**src/rtl/axil_master_single_if.sv**
```systemverilog
// axil_master_single_if: command/response stream plus AXI4-Lite master channels of axil_master_single.
interface axil_master_single_if #(
  parameter int DATA_WIDTH = 32,
  parameter int ADDR_WIDTH = 12
);
  logic                    cmd_valid;
  logic                    cmd_ready;
  logic                    cmd_we;
  logic [ADDR_WIDTH-1:0]   cmd_addr;
  logic [DATA_WIDTH-1:0]   cmd_wdata;
  logic [DATA_WIDTH/8-1:0] cmd_wstrb;
  logic                    rsp_valid;
  logic                    rsp_ready;
  logic                    rsp_we;
  logic [DATA_WIDTH-1:0]   rsp_rdata;
  logic [1:0]              rsp_resp;
  logic [ADDR_WIDTH-1:0]   m_axil_awaddr;
  logic [2:0]              m_axil_awprot;
  logic                    m_axil_awvalid;
  logic                    m_axil_awready;
  logic [DATA_WIDTH-1:0]   m_axil_wdata;
  logic [DATA_WIDTH/8-1:0] m_axil_wstrb;
  logic                    m_axil_wvalid;
  logic                    m_axil_wready;
  logic [1:0]              m_axil_bresp;
  logic                    m_axil_bvalid;
  logic                    m_axil_bready;
  logic [ADDR_WIDTH-1:0]   m_axil_araddr;
  logic [2:0]              m_axil_arprot;
  logic                    m_axil_arvalid;
  logic                    m_axil_arready;
  logic [DATA_WIDTH-1:0]   m_axil_rdata;
  logic [1:0]              m_axil_rresp;
  logic                    m_axil_rvalid;
  logic                    m_axil_rready;
  modport master (
    input  cmd_valid, cmd_we, cmd_addr, cmd_wdata, cmd_wstrb, rsp_ready,
    input  m_axil_awready, m_axil_wready, m_axil_bresp, m_axil_bvalid,
    input  m_axil_arready, m_axil_rdata, m_axil_rresp, m_axil_rvalid,
    output cmd_ready, rsp_valid, rsp_we, rsp_rdata, rsp_resp,
    output m_axil_awaddr, m_axil_awprot, m_axil_awvalid,
    output m_axil_wdata, m_axil_wstrb, m_axil_wvalid, m_axil_bready,
    output m_axil_araddr, m_axil_arprot, m_axil_arvalid, m_axil_rready
  );
  modport slave (
    output cmd_valid, cmd_we, cmd_addr, cmd_wdata, cmd_wstrb, rsp_ready,
    output m_axil_awready, m_axil_wready, m_axil_bresp, m_axil_bvalid,
    output m_axil_arready, m_axil_rdata, m_axil_rresp, m_axil_rvalid,
    input  cmd_ready, rsp_valid, rsp_we, rsp_rdata, rsp_resp,
    input  m_axil_awaddr, m_axil_awprot, m_axil_awvalid,
    input  m_axil_wdata, m_axil_wstrb, m_axil_wvalid, m_axil_bready,
    input  m_axil_araddr, m_axil_arprot, m_axil_arvalid, m_axil_rready
  );
endinterface

```
**src/rtl/axil_master_single.sv**
```systemverilog
// axil_master_single: single-outstanding AXI4-Lite initiator turning commands into read/write transactions.
module axil_master_single #(
  parameter int DATA_WIDTH = 32,
  parameter int ADDR_WIDTH = 12
) (
  input logic                   axi_clock,
  input logic                   rst_n,
  axil_master_single_if.master  bus
);
  typedef enum logic [2:0] {IDLE, WR_ADDR_DATA, WR_RESP, RD_ADDR, RD_DATA, RESP} state_t;
  state_t                  state_q;
  logic                    cmd_ready_q, we_q;
  logic [ADDR_WIDTH-1:0]   addr_q;
  logic [DATA_WIDTH-1:0]   wdata_q, rsp_rdata_q;
  logic [DATA_WIDTH/8-1:0] wstrb_q;
  logic                    awvalid_q, wvalid_q, bready_q, arvalid_q, rready_q;
  logic                    rsp_valid_q, rsp_we_q;
  logic [1:0]              rsp_resp_q;
  assign bus.cmd_ready      = cmd_ready_q;
  assign bus.rsp_valid      = rsp_valid_q;
  assign bus.rsp_we         = rsp_we_q;
  assign bus.rsp_rdata      = rsp_rdata_q;
  assign bus.rsp_resp       = rsp_resp_q;
  assign bus.m_axil_awaddr  = addr_q;
  assign bus.m_axil_awprot  = 3'b000;
  assign bus.m_axil_awvalid = awvalid_q;
  assign bus.m_axil_wdata   = wdata_q;
  assign bus.m_axil_wstrb   = wstrb_q;
  assign bus.m_axil_wvalid  = wvalid_q;
  assign bus.m_axil_bready  = bready_q;
  assign bus.m_axil_araddr  = addr_q;
  assign bus.m_axil_arprot  = 3'b000;
  assign bus.m_axil_arvalid = arvalid_q;
  assign bus.m_axil_rready  = rready_q;
  always_ff @(posedge axi_clock or negedge rst_n) begin
    if (!rst_n) begin
      state_q     <= IDLE;
      cmd_ready_q <= 1'b0;
      we_q        <= 1'b0;
      addr_q      <= '0;
      wdata_q     <= '0;
      wstrb_q     <= '0;
      awvalid_q   <= 1'b0;
      wvalid_q    <= 1'b0;
      bready_q    <= 1'b0;
      arvalid_q   <= 1'b0;
      rready_q    <= 1'b0;
      rsp_valid_q <= 1'b0;
      rsp_we_q    <= 1'b0;
      rsp_rdata_q <= '0;
      rsp_resp_q  <= 2'b00;
    end else begin
      case (state_q)
        IDLE: begin
          cmd_ready_q <= 1'b1;
          if (bus.cmd_valid && cmd_ready_q) begin
            cmd_ready_q <= 1'b0;
            we_q        <= bus.cmd_we;
            addr_q      <= bus.cmd_addr;
            wdata_q     <= bus.cmd_wdata;
            wstrb_q     <= bus.cmd_wstrb;
            awvalid_q   <= bus.cmd_we;
            wvalid_q    <= bus.cmd_we;
            arvalid_q   <= !bus.cmd_we;
            state_q     <= bus.cmd_we ? WR_ADDR_DATA : RD_ADDR;
          end
        end
        // AW and W complete independently; a channel already done counts as ready
        WR_ADDR_DATA: begin
          if (bus.m_axil_awready) awvalid_q <= 1'b0;
          if (bus.m_axil_wready) wvalid_q <= 1'b0;
          if ((!awvalid_q || bus.m_axil_awready) && (!wvalid_q || bus.m_axil_wready)) begin
            bready_q <= 1'b1;
            state_q  <= WR_RESP;
          end
        end
        WR_RESP: begin
          if (bus.m_axil_bvalid) begin
            bready_q    <= 1'b0;
            rsp_valid_q <= 1'b1;
            rsp_we_q    <= we_q;
            rsp_rdata_q <= '0;
            rsp_resp_q  <= bus.m_axil_bresp;
            state_q     <= RESP;
          end
        end
        RD_ADDR: begin
          if (bus.m_axil_arready) begin
            arvalid_q <= 1'b0;
            rready_q  <= 1'b1;
            state_q   <= RD_DATA;
          end
        end
        RD_DATA: begin
          if (bus.m_axil_rvalid) begin
            rready_q    <= 1'b0;
            rsp_valid_q <= 1'b1;
            rsp_we_q    <= we_q;
            rsp_rdata_q <= bus.m_axil_rdata;
            rsp_resp_q  <= bus.m_axil_rresp;
            state_q     <= RESP;
          end
        end
        RESP: begin
          if (bus.rsp_ready) begin
            rsp_valid_q <= 1'b0;
            cmd_ready_q <= 1'b1;
            state_q     <= IDLE;
          end
        end
        default: state_q <= IDLE;
      endcase
    end
  end
endmodule

```
**src/flat_wrapper.sv**
```systemverilog
// flat-port wrapper written by rule: the top's interface ports become plain ports
module axil_master_single_flat 
#(
  parameter int DATA_WIDTH = 32,
  parameter int ADDR_WIDTH = 12
)
  (axi_clock, rst_n, bus_cmd_valid, bus_cmd_we, bus_cmd_addr, bus_cmd_wdata, bus_cmd_wstrb, bus_rsp_ready, bus_m_axil_awready, bus_m_axil_wready, bus_m_axil_bresp, bus_m_axil_bvalid, bus_m_axil_arready, bus_m_axil_rdata, bus_m_axil_rresp, bus_m_axil_rvalid, bus_cmd_ready, bus_rsp_valid, bus_rsp_we, bus_rsp_rdata, bus_rsp_resp, bus_m_axil_awaddr, bus_m_axil_awprot, bus_m_axil_awvalid, bus_m_axil_wdata, bus_m_axil_wstrb, bus_m_axil_wvalid, bus_m_axil_bready, bus_m_axil_araddr, bus_m_axil_arprot, bus_m_axil_arvalid, bus_m_axil_rready);
  axil_master_single_if #(.DATA_WIDTH(DATA_WIDTH), .ADDR_WIDTH(ADDR_WIDTH)) bus_i ();
  input logic axi_clock;
  input logic rst_n;
  input wire logic [$bits(bus_i.cmd_valid)-1:0] bus_cmd_valid;
  input wire logic [$bits(bus_i.cmd_we)-1:0] bus_cmd_we;
  input wire logic [$bits(bus_i.cmd_addr)-1:0] bus_cmd_addr;
  input wire logic [$bits(bus_i.cmd_wdata)-1:0] bus_cmd_wdata;
  input wire logic [$bits(bus_i.cmd_wstrb)-1:0] bus_cmd_wstrb;
  input wire logic [$bits(bus_i.rsp_ready)-1:0] bus_rsp_ready;
  input wire logic [$bits(bus_i.m_axil_awready)-1:0] bus_m_axil_awready;
  input wire logic [$bits(bus_i.m_axil_wready)-1:0] bus_m_axil_wready;
  input wire logic [$bits(bus_i.m_axil_bresp)-1:0] bus_m_axil_bresp;
  input wire logic [$bits(bus_i.m_axil_bvalid)-1:0] bus_m_axil_bvalid;
  input wire logic [$bits(bus_i.m_axil_arready)-1:0] bus_m_axil_arready;
  input wire logic [$bits(bus_i.m_axil_rdata)-1:0] bus_m_axil_rdata;
  input wire logic [$bits(bus_i.m_axil_rresp)-1:0] bus_m_axil_rresp;
  input wire logic [$bits(bus_i.m_axil_rvalid)-1:0] bus_m_axil_rvalid;
  output wire logic [$bits(bus_i.cmd_ready)-1:0] bus_cmd_ready;
  output wire logic [$bits(bus_i.rsp_valid)-1:0] bus_rsp_valid;
  output wire logic [$bits(bus_i.rsp_we)-1:0] bus_rsp_we;
  output wire logic [$bits(bus_i.rsp_rdata)-1:0] bus_rsp_rdata;
  output wire logic [$bits(bus_i.rsp_resp)-1:0] bus_rsp_resp;
  output wire logic [$bits(bus_i.m_axil_awaddr)-1:0] bus_m_axil_awaddr;
  output wire logic [$bits(bus_i.m_axil_awprot)-1:0] bus_m_axil_awprot;
  output wire logic [$bits(bus_i.m_axil_awvalid)-1:0] bus_m_axil_awvalid;
  output wire logic [$bits(bus_i.m_axil_wdata)-1:0] bus_m_axil_wdata;
  output wire logic [$bits(bus_i.m_axil_wstrb)-1:0] bus_m_axil_wstrb;
  output wire logic [$bits(bus_i.m_axil_wvalid)-1:0] bus_m_axil_wvalid;
  output wire logic [$bits(bus_i.m_axil_bready)-1:0] bus_m_axil_bready;
  output wire logic [$bits(bus_i.m_axil_araddr)-1:0] bus_m_axil_araddr;
  output wire logic [$bits(bus_i.m_axil_arprot)-1:0] bus_m_axil_arprot;
  output wire logic [$bits(bus_i.m_axil_arvalid)-1:0] bus_m_axil_arvalid;
  output wire logic [$bits(bus_i.m_axil_rready)-1:0] bus_m_axil_rready;
  assign bus_i.cmd_valid = bus_cmd_valid;
  assign bus_i.cmd_we = bus_cmd_we;
  assign bus_i.cmd_addr = bus_cmd_addr;
  assign bus_i.cmd_wdata = bus_cmd_wdata;
  assign bus_i.cmd_wstrb = bus_cmd_wstrb;
  assign bus_i.rsp_ready = bus_rsp_ready;
  assign bus_i.m_axil_awready = bus_m_axil_awready;
  assign bus_i.m_axil_wready = bus_m_axil_wready;
  assign bus_i.m_axil_bresp = bus_m_axil_bresp;
  assign bus_i.m_axil_bvalid = bus_m_axil_bvalid;
  assign bus_i.m_axil_arready = bus_m_axil_arready;
  assign bus_i.m_axil_rdata = bus_m_axil_rdata;
  assign bus_i.m_axil_rresp = bus_m_axil_rresp;
  assign bus_i.m_axil_rvalid = bus_m_axil_rvalid;
  assign bus_cmd_ready = bus_i.cmd_ready;
  assign bus_rsp_valid = bus_i.rsp_valid;
  assign bus_rsp_we = bus_i.rsp_we;
  assign bus_rsp_rdata = bus_i.rsp_rdata;
  assign bus_rsp_resp = bus_i.rsp_resp;
  assign bus_m_axil_awaddr = bus_i.m_axil_awaddr;
  assign bus_m_axil_awprot = bus_i.m_axil_awprot;
  assign bus_m_axil_awvalid = bus_i.m_axil_awvalid;
  assign bus_m_axil_wdata = bus_i.m_axil_wdata;
  assign bus_m_axil_wstrb = bus_i.m_axil_wstrb;
  assign bus_m_axil_wvalid = bus_i.m_axil_wvalid;
  assign bus_m_axil_bready = bus_i.m_axil_bready;
  assign bus_m_axil_araddr = bus_i.m_axil_araddr;
  assign bus_m_axil_arprot = bus_i.m_axil_arprot;
  assign bus_m_axil_arvalid = bus_i.m_axil_arvalid;
  assign bus_m_axil_rready = bus_i.m_axil_rready;
  axil_master_single #(.DATA_WIDTH(DATA_WIDTH), .ADDR_WIDTH(ADDR_WIDTH)) u_core (.axi_clock(axi_clock), .rst_n(rst_n), .bus(bus_i));
endmodule
```
**config.mk**
```make
export PLATFORM = sky130hd
export DESIGN_NAME = axil_master_single_flat
export DESIGN_NICKNAME = d
export VERILOG_FILES = /design/src/rtl/axil_master_single_if.sv /design/src/rtl/axil_master_single.sv /design/src/flat_wrapper.sv
export SDC_FILE = /design/constraint.sdc
export NUM_CORES = 1
export LEC_CHECK = 0
export BUFFER_PORTS_ARGS = -buffer_cell sky130_fd_sc_hd__clkbuf_2
export CORE_MARGIN = 3
export CORE_UTILIZATION = 48
export CTS_CLUSTER_SIZE = 24
export DETAILED_ROUTE_END_ITERATION = 16
export GPL_TIMING_DRIVEN = 1
export HOLD_SLACK_MARGIN = 0.05
export PLACE_DENSITY_LB_ADDON = 0.05
export RECOVER_POWER = 50
export SYNTH_ARGS = -nofsm -noshare
export SYNTH_HDL_FRONTEND = slang
export SYNTH_SLANG_ARGS = --single-unit
```
**constraint.sdc**
```tcl
create_clock -name axi_clock -period 4.3 [get_ports axi_clock]
set_clock_uncertainty 0.05 [all_clocks]
set_input_delay 0.215 -clock axi_clock [delete_from_list [all_inputs] [get_ports axi_clock]]
set_output_delay 0.215 -clock axi_clock [all_outputs]
set_load 0.01 [all_outputs]
```
### Word level (Yosys, flattened, before mapping)

Cells that the tools add are included.

* output and inout bits: 108
* input bits: 94
* flip-flop bits (word level): 94

* reduce and logical (&&, ||, !) cells: 25
* equal/unequal tests: 13
* mux-type cells: 38

Operator list (number)
* 32-bit two-way mux: 2
* 32-bit case mux with 2 select lines: 1
* 3-bit two-way mux: 6
* 3-bit case mux with 6 select lines: 1
* 3-bit AND reduction: 6
* 1-bit two-way mux: 16
* 1-bit case mux with 2 select lines: 7
* 2-bit != test, second input constant: 6
* 2-bit nonzero test: 6
* 3-bit by 2-bit == test with 1-bit output, second input constant: 2
* 3-bit == test, second input constant: 2
* 2-bit two-way mux: 3
* 6-bit AND reduction: 1
* 2-bit by 1-bit != test with 1-bit output, second input constant: 2
* 2-bit case mux with 2 select lines: 1
* 2-bit AND reduction: 2
* 4-bit AND reduction: 1
* 3-bit by 1-bit == test with 1-bit output, second input constant: 1
* 1-bit logical NOT: 3
* 3-bit logical NOT: 1
* 1-bit case mux with 3 select lines: 1
* 3-bit nonzero test: 1
* 1-bit logical AND: 2
* 1-bit logical OR: 2

### Logic depth before layout (Yosys ltp)

* depth after elaboration: 5
* mapped depth: 7

### Least setup slack after synthesis

No wires, ideal clock.

* kind: reg2reg
* start point: register u_core.state_q[1]
* end point: register u_core.wdata_q[10], in the netlist u_core.bus.m_axil_wdata[10]
* slack: 2.691 ns
* data required time: 4.123 ns
* arrival: 1.432 ns
* library setup time: 0.127 ns
* stages on the path, launching flop included: 6
* buffers on the path: 3
* cells stage by stage: dfrtp_1 -> buf_4 -> nor4_4 -> buf_6 -> buf_8 -> mux2_1

* longest elaborated chain between the ends: 2

Ends and longest elaborated chain
* start: declaration: RTL line axil_master_single.sv:11 `state_t state_q;`
* start signal: assignment: RTL line axil_master_single.sv:65 `state_q <= bus.cmd_we ? WR_ADDR_DATA : RD_ADDR;`
* 3-bit logical NOT: RTL line axil_master_single.sv:53 `case (state_q)`
* 2-bit AND reduction (no source line)
* end signal: assignment: RTL line axil_master_single.sv:60 `wdata_q <= bus.cmd_wdata;`
* end: declaration: RTL line axil_master_single.sv:14 `logic [DATA_WIDTH-1:0] wdata_q, rsp_rdata_q;`

Every way passes these cells.
A chain may end at the register's enable or synchronous reset.

### Worst setup path after layout

* start point: register u_core.state_q[2]
* end point: register u_core.rsp_rdata_q[29], in the netlist u_core.bus.rsp_rdata[29]

* longest elaborated chain between the ends: 3

Ends and longest elaborated chain
* 3-bit == test or 3-bit by 2-bit == test with 1-bit output (tied branches): RTL line axil_master_single.sv:53
* 2-bit != test (no source line) or 2-bit nonzero test (tied branches)
* 3-bit AND reduction (no source line)
* end signal: assignment: RTL line axil_master_single.sv:99 `rsp_rdata_q <= bus.m_axil_rdata;`
* end: declaration: RTL line axil_master_single.sv:14

Parallel ways exist; a longest one is shown, timed or not.

==> results summary <==
The total DRC errors in the routed layout came out at 0. Counting every sink on the clock net gives 94. The number of nets with antenna violations after routing is 0. CTS placed an instance of sky130_fd_sc_hd__clkbuf_8 at the clock tree root. The total routing usage reported by global routing is roughly a fifth. The min-delay analysis places its worst path in the category input pin to register. The quantity of gates resized following cts came out at 0. The number of maximum-capacitance constraint violations came out at 0. The required time of the critical path came out at approximately 4500 ps. The worst setup path is launched from a register. After synthesis, the share of flip-flops with an asynchronous set or reset is 100.0%. The count of cell types in the netlist is 30. The worst hold path cell count is 2. Detailed placement ended at an HPWL of approximately 6500 um.

The initial antenna violation count came out at 0. The worst-path maximum fanout is 32. The headroom to the max-slew limit came out at a little under a quarter.

The signed area change from the synthesized netlist to the final layout came out at 46.82%. The total setup violations reported at the end of the flow is 0. In this run, the number of DRC markers left after iteration 0 of detailed routing was ~110. The initialized floorplan defines 31 standard-cell rows. The per-instance average area after synthesis is between 10 and 15 um2. The floorplan step defined a die boundary enclosing roughly 9000 um2. The tightest hold path in the finished design has a slack of ~73 ps. The net total in the final layout came out at 630. The post-detailed-route via-to-cell ratio is ~4.9. Global routing finished with a remaining overflow of 0. The maximum number of pins on one net before global-route repair is 61.

The wire length of the first global-routing pass came out at 14880 um. The sequential-to-total area share from yosys stat is 61.72%. The final design area excluding fillers came out at 5595 um2. The placement-stage worst setup slack is 2198 ps. For this run, the leading register cell type out of synthesis is sky130_fd_sc_hd__dfrtp_1. Setup total negative slack on the finished layout was measured at 0 ps. By startpoint and endpoint, the worst setup path is classified as register to register. Pin placement for this block handled 202 I/O pins.

The run finished with clean final reports. The final layout contains routed wiring with a total length of between 9000 and 10000 um. The Yosys warning count came out at 0. The initial utilization of the core area, before any placement, comes to 50.91%. The fraction of final layout cells sized beyond drive strength 1 came out at 27.36%. The number of enable-type register cells in the synthesized netlist is 0. The number of slew-limit violations in the final report is 0. During placement, the flow inserted port buffers numbering 195.

Once routing completed, OpenROAD measured the worst setup slack at between 2000 and 2500 ps. The cell count of the worst reg-to-reg path is 3. Setup repair after global routing left no endpoint under its margin. The total core area came out at 7486 um2. TritonCTS built the clock tree. The maximum VDD drop came out at roughly 280 uV. The flip-flop and latch count after synthesis came out at 94. The gate count after technology mapping is ~280.

The element type at the critical path end is a register. The register clock-pin slew on the reported worst setup and hold paths came out at 80 ps. The H-tree depth came out at 3. The number of global-route vias before repair came out at around 3100.

The total inserted antenna cells is 0. The slew at the pin closest to its max-slew limit came out at around 1100 ps. The die is ~95 um wide.

The highest clock frequency the design can meet is between 400 and 500 MHz. The instance area at placement came out at ~4700 um2. The worst-skew pair later-pin latency is between 300 and 400 ps. Data arrives at the worst endpoint at roughly 2300 ps. Buffers inserted during clock tree synthesis total 9. The number of buffers between clock root and the deepest sink came out at 2. The final clock period utilization by the worst path is between 40% and 50%.

In this run the cell area of the synthesized design comes to 3811 um2. The vertical extent of the die is between 90 and 100 um. The final critical delay including setup and external delays came out at 2115 ps. The count of vias placed by the detailed router came out at 3122.

The average wire per cell in the routed design is ~15 um. The final count of hold timing violations is 0. For this design the ratio of total power to cell area is about 630 nW/um2.

The first-pass detailed-route iteration total is 4. Buffers added to address setup during post-CTS repair amount to 0. The standby leakage power is about 2.7 nW. Routability-driven placement finished with a final weighted congestion of ~0.8.
==> stage by stage <==
step	power (mW)	utilization [%]	std cells
2_1_floorplan	2.463	-	281
3_5_place_dp	2.992	62.69	544
4_1_cts	3.640	76.05	639
3_3_place_gp	2.951	62.69	544
6_report	3.518	74.75	640
5_1_grt	3.772	74.75	640
==> power breakdown <==
| group | total, mW | internal (mW) | switching, mW |
|---|---|---|---|
| combinational | 1.38 | 0.632 | 0.745 |
| clock | 0.588 | 0.301 | 0.287 |
| sequential | 1.55 | 1.29 | 0.267 |
==> Yosys cell counts, types with 2 or more instances <==
| cell type | instances | area (um2) |
|---|---|---|
| sky130_fd_sc_hd__and3b_1 | 2 | 17.52 |
| sky130_fd_sc_hd__nand3_1 | 3 | 15.01 |
| sky130_fd_sc_hd__a22o_1 | 32 | 280.3 |
| sky130_fd_sc_hd__nor2_1 | 5 | 18.77 |
| sky130_fd_sc_hd__a21oi_1 | 4 | 20.02 |
| sky130_fd_sc_hd__dfrtp_1 | 94 | 2352 |
| sky130_fd_sc_hd__mux2_2 | 16 | 180.2 |
| sky130_fd_sc_hd__inv_1 | 6 | 22.52 |
| sky130_fd_sc_hd__o21ai_0 | 14 | 70.07 |
| sky130_fd_sc_hd__buf_8 | 3 | 45.04 |
| sky130_fd_sc_hd__buf_6 | 2 | 22.52 |
| sky130_fd_sc_hd__mux2_1 | 32 | 360.4 |
| sky130_fd_sc_hd__nand2_1 | 19 | 71.32 |
| sky130_fd_sc_hd__buf_2 | 4 | 20.02 |
| sky130_fd_sc_hd__mux2i_1 | 2 | 20.02 |
| sky130_fd_sc_hd__buf_4 | 24 | 180.2 |
==> final timing paths <==
path	from	slack (ps)	end
max	u_core.state_q[2]$_DFFE_PN0P_	2190	u_core.bus.rsp_rdata[29]$_DFFE_PN0P_
min	bus_m_axil_rdata[6]	70	u_core.bus.rsp_rdata[6]$_DFFE_PN0P_
max reg2reg	u_core.state_q[2]$_DFFE_PN0P_	2190	u_core.bus.rsp_rdata[29]$_DFFE_PN0P_
min reg2reg	u_core.bus.rsp_resp[1]$_DFFE_PN0P_	440	u_core.bus.rsp_resp[1]$_DFFE_PN0P_
max in group asynchronous	rst_n	2850	u_core.bus.rsp_rdata[13]$_DFFE_PN0P_
min in group asynchronous	rst_n	420	u_core.bus.m_axil_wdata[14]$_DFFE_PN0P_
==> state kept, by name, indices dropped and copies added (netlist names) <==
register / cells
u_core.bus.m_axil_bready: 1
u_core.bus.rsp_we: 1
u_core.bus.m_axil_araddr: 12
u_core.bus.m_axil_rready: 1
u_core.bus.m_axil_wdata: 32
u_core.bus.m_axil_wvalid: 1
u_core.bus.cmd_ready: 1
u_core.bus.m_axil_wstrb: 4
u_core.we_q: 1
u_core.state_q: 3
u_core.bus.rsp_resp: 2
u_core.bus.m_axil_arvalid: 1
u_core.bus.rsp_rdata: 32
u_core.bus.rsp_valid: 1
u_core.bus.m_axil_awvalid: 1
==> layer usage <==
layer	wire length, um	global-route usage (%)	vias up
li1	-	-	1472
met3	848	5.446	10
met5	0	0	-
met2	4832	37.03	129
met1	3788	25.77	1511
met4	116	7.212	0
==> kinds of logic after synthesis <==
logic type             share of synthesized area (%)
buffers and inverters                          7.813
AO/OA/AOI/OAI                                  11.43
other                                        0.09840
flip-flops                                     61.72
multiplexers                                   14.71
AND/OR/NAND/NOR                                4.235
==> area by class of cell <==
class	instances	area (um2)
Timing Repair Buffer	278	1694
Tap cell	99	123.9
Clock buffer	11	151.4
Fill cell	537	1891
Inverter	7	26.28
Multi-Input combinational cell	146	1190
Sequential cell	94	2352
Clock inverter	5	57.56
==> what timing repair did <==
item | in CTS | in global routing
endpoints found under the setup margin | 0 | 0
endpoints found under the hold margin | 137 | 1
hold buffers | 79 | 1
==> critical path, cell delays in order, from the launching register on <==
cell                      delay (ps)
sky130_fd_sc_hd__dfrtp_1         640
sky130_fd_sc_hd__nand2_1         190
sky130_fd_sc_hd__nor3_4          900
sky130_fd_sc_hd__a22o_1          260
==> placed cells by master, fill, tap and decap left out <==
cell type / instances
sky130_fd_sc_hd__nand2_1: 19
sky130_fd_sc_hd__o21ai_2: 1
sky130_fd_sc_hd__bufinv_16: 1
sky130_fd_sc_hd__o22ai_1: 1
sky130_fd_sc_hd__buf_4: 4
sky130_fd_sc_hd__a22o_1: 32
sky130_fd_sc_hd__dfrtp_1: 94
sky130_fd_sc_hd__nor3b_1: 1
sky130_fd_sc_hd__mux2i_1: 2
sky130_fd_sc_hd__clkinv_4: 2
sky130_fd_sc_hd__o2bb2a_1: 1
sky130_fd_sc_hd__conb_1: 6
sky130_fd_sc_hd__inv_1: 6
sky130_fd_sc_hd__a32oi_1: 1
sky130_fd_sc_hd__mux2_2: 16
sky130_fd_sc_hd__a221oi_1: 1
sky130_fd_sc_hd__a21oi_1: 4
sky130_fd_sc_hd__clkbuf_1: 86
sky130_fd_sc_hd__clkbuf_2: 108
sky130_fd_sc_hd__nor3_4: 1
sky130_fd_sc_hd__inv_2: 1
sky130_fd_sc_hd__a2111oi_0: 1
sky130_fd_sc_hd__o21ai_0: 14
sky130_fd_sc_hd__a21boi_0: 1
sky130_fd_sc_hd__nor2_1: 5
sky130_fd_sc_hd__clkbuf_8: 11
sky130_fd_sc_hd__and3b_1: 2
sky130_fd_sc_hd__nand3_1: 3
sky130_fd_sc_hd__dlygate4sd3_1: 80
sky130_fd_sc_hd__mux2_1: 32
sky130_fd_sc_hd__clkinv_2: 2
sky130_fd_sc_hd__nor4_4: 1
sky130_fd_sc_hd__a221o_1: 1
(Power assumes the default switching activity.)
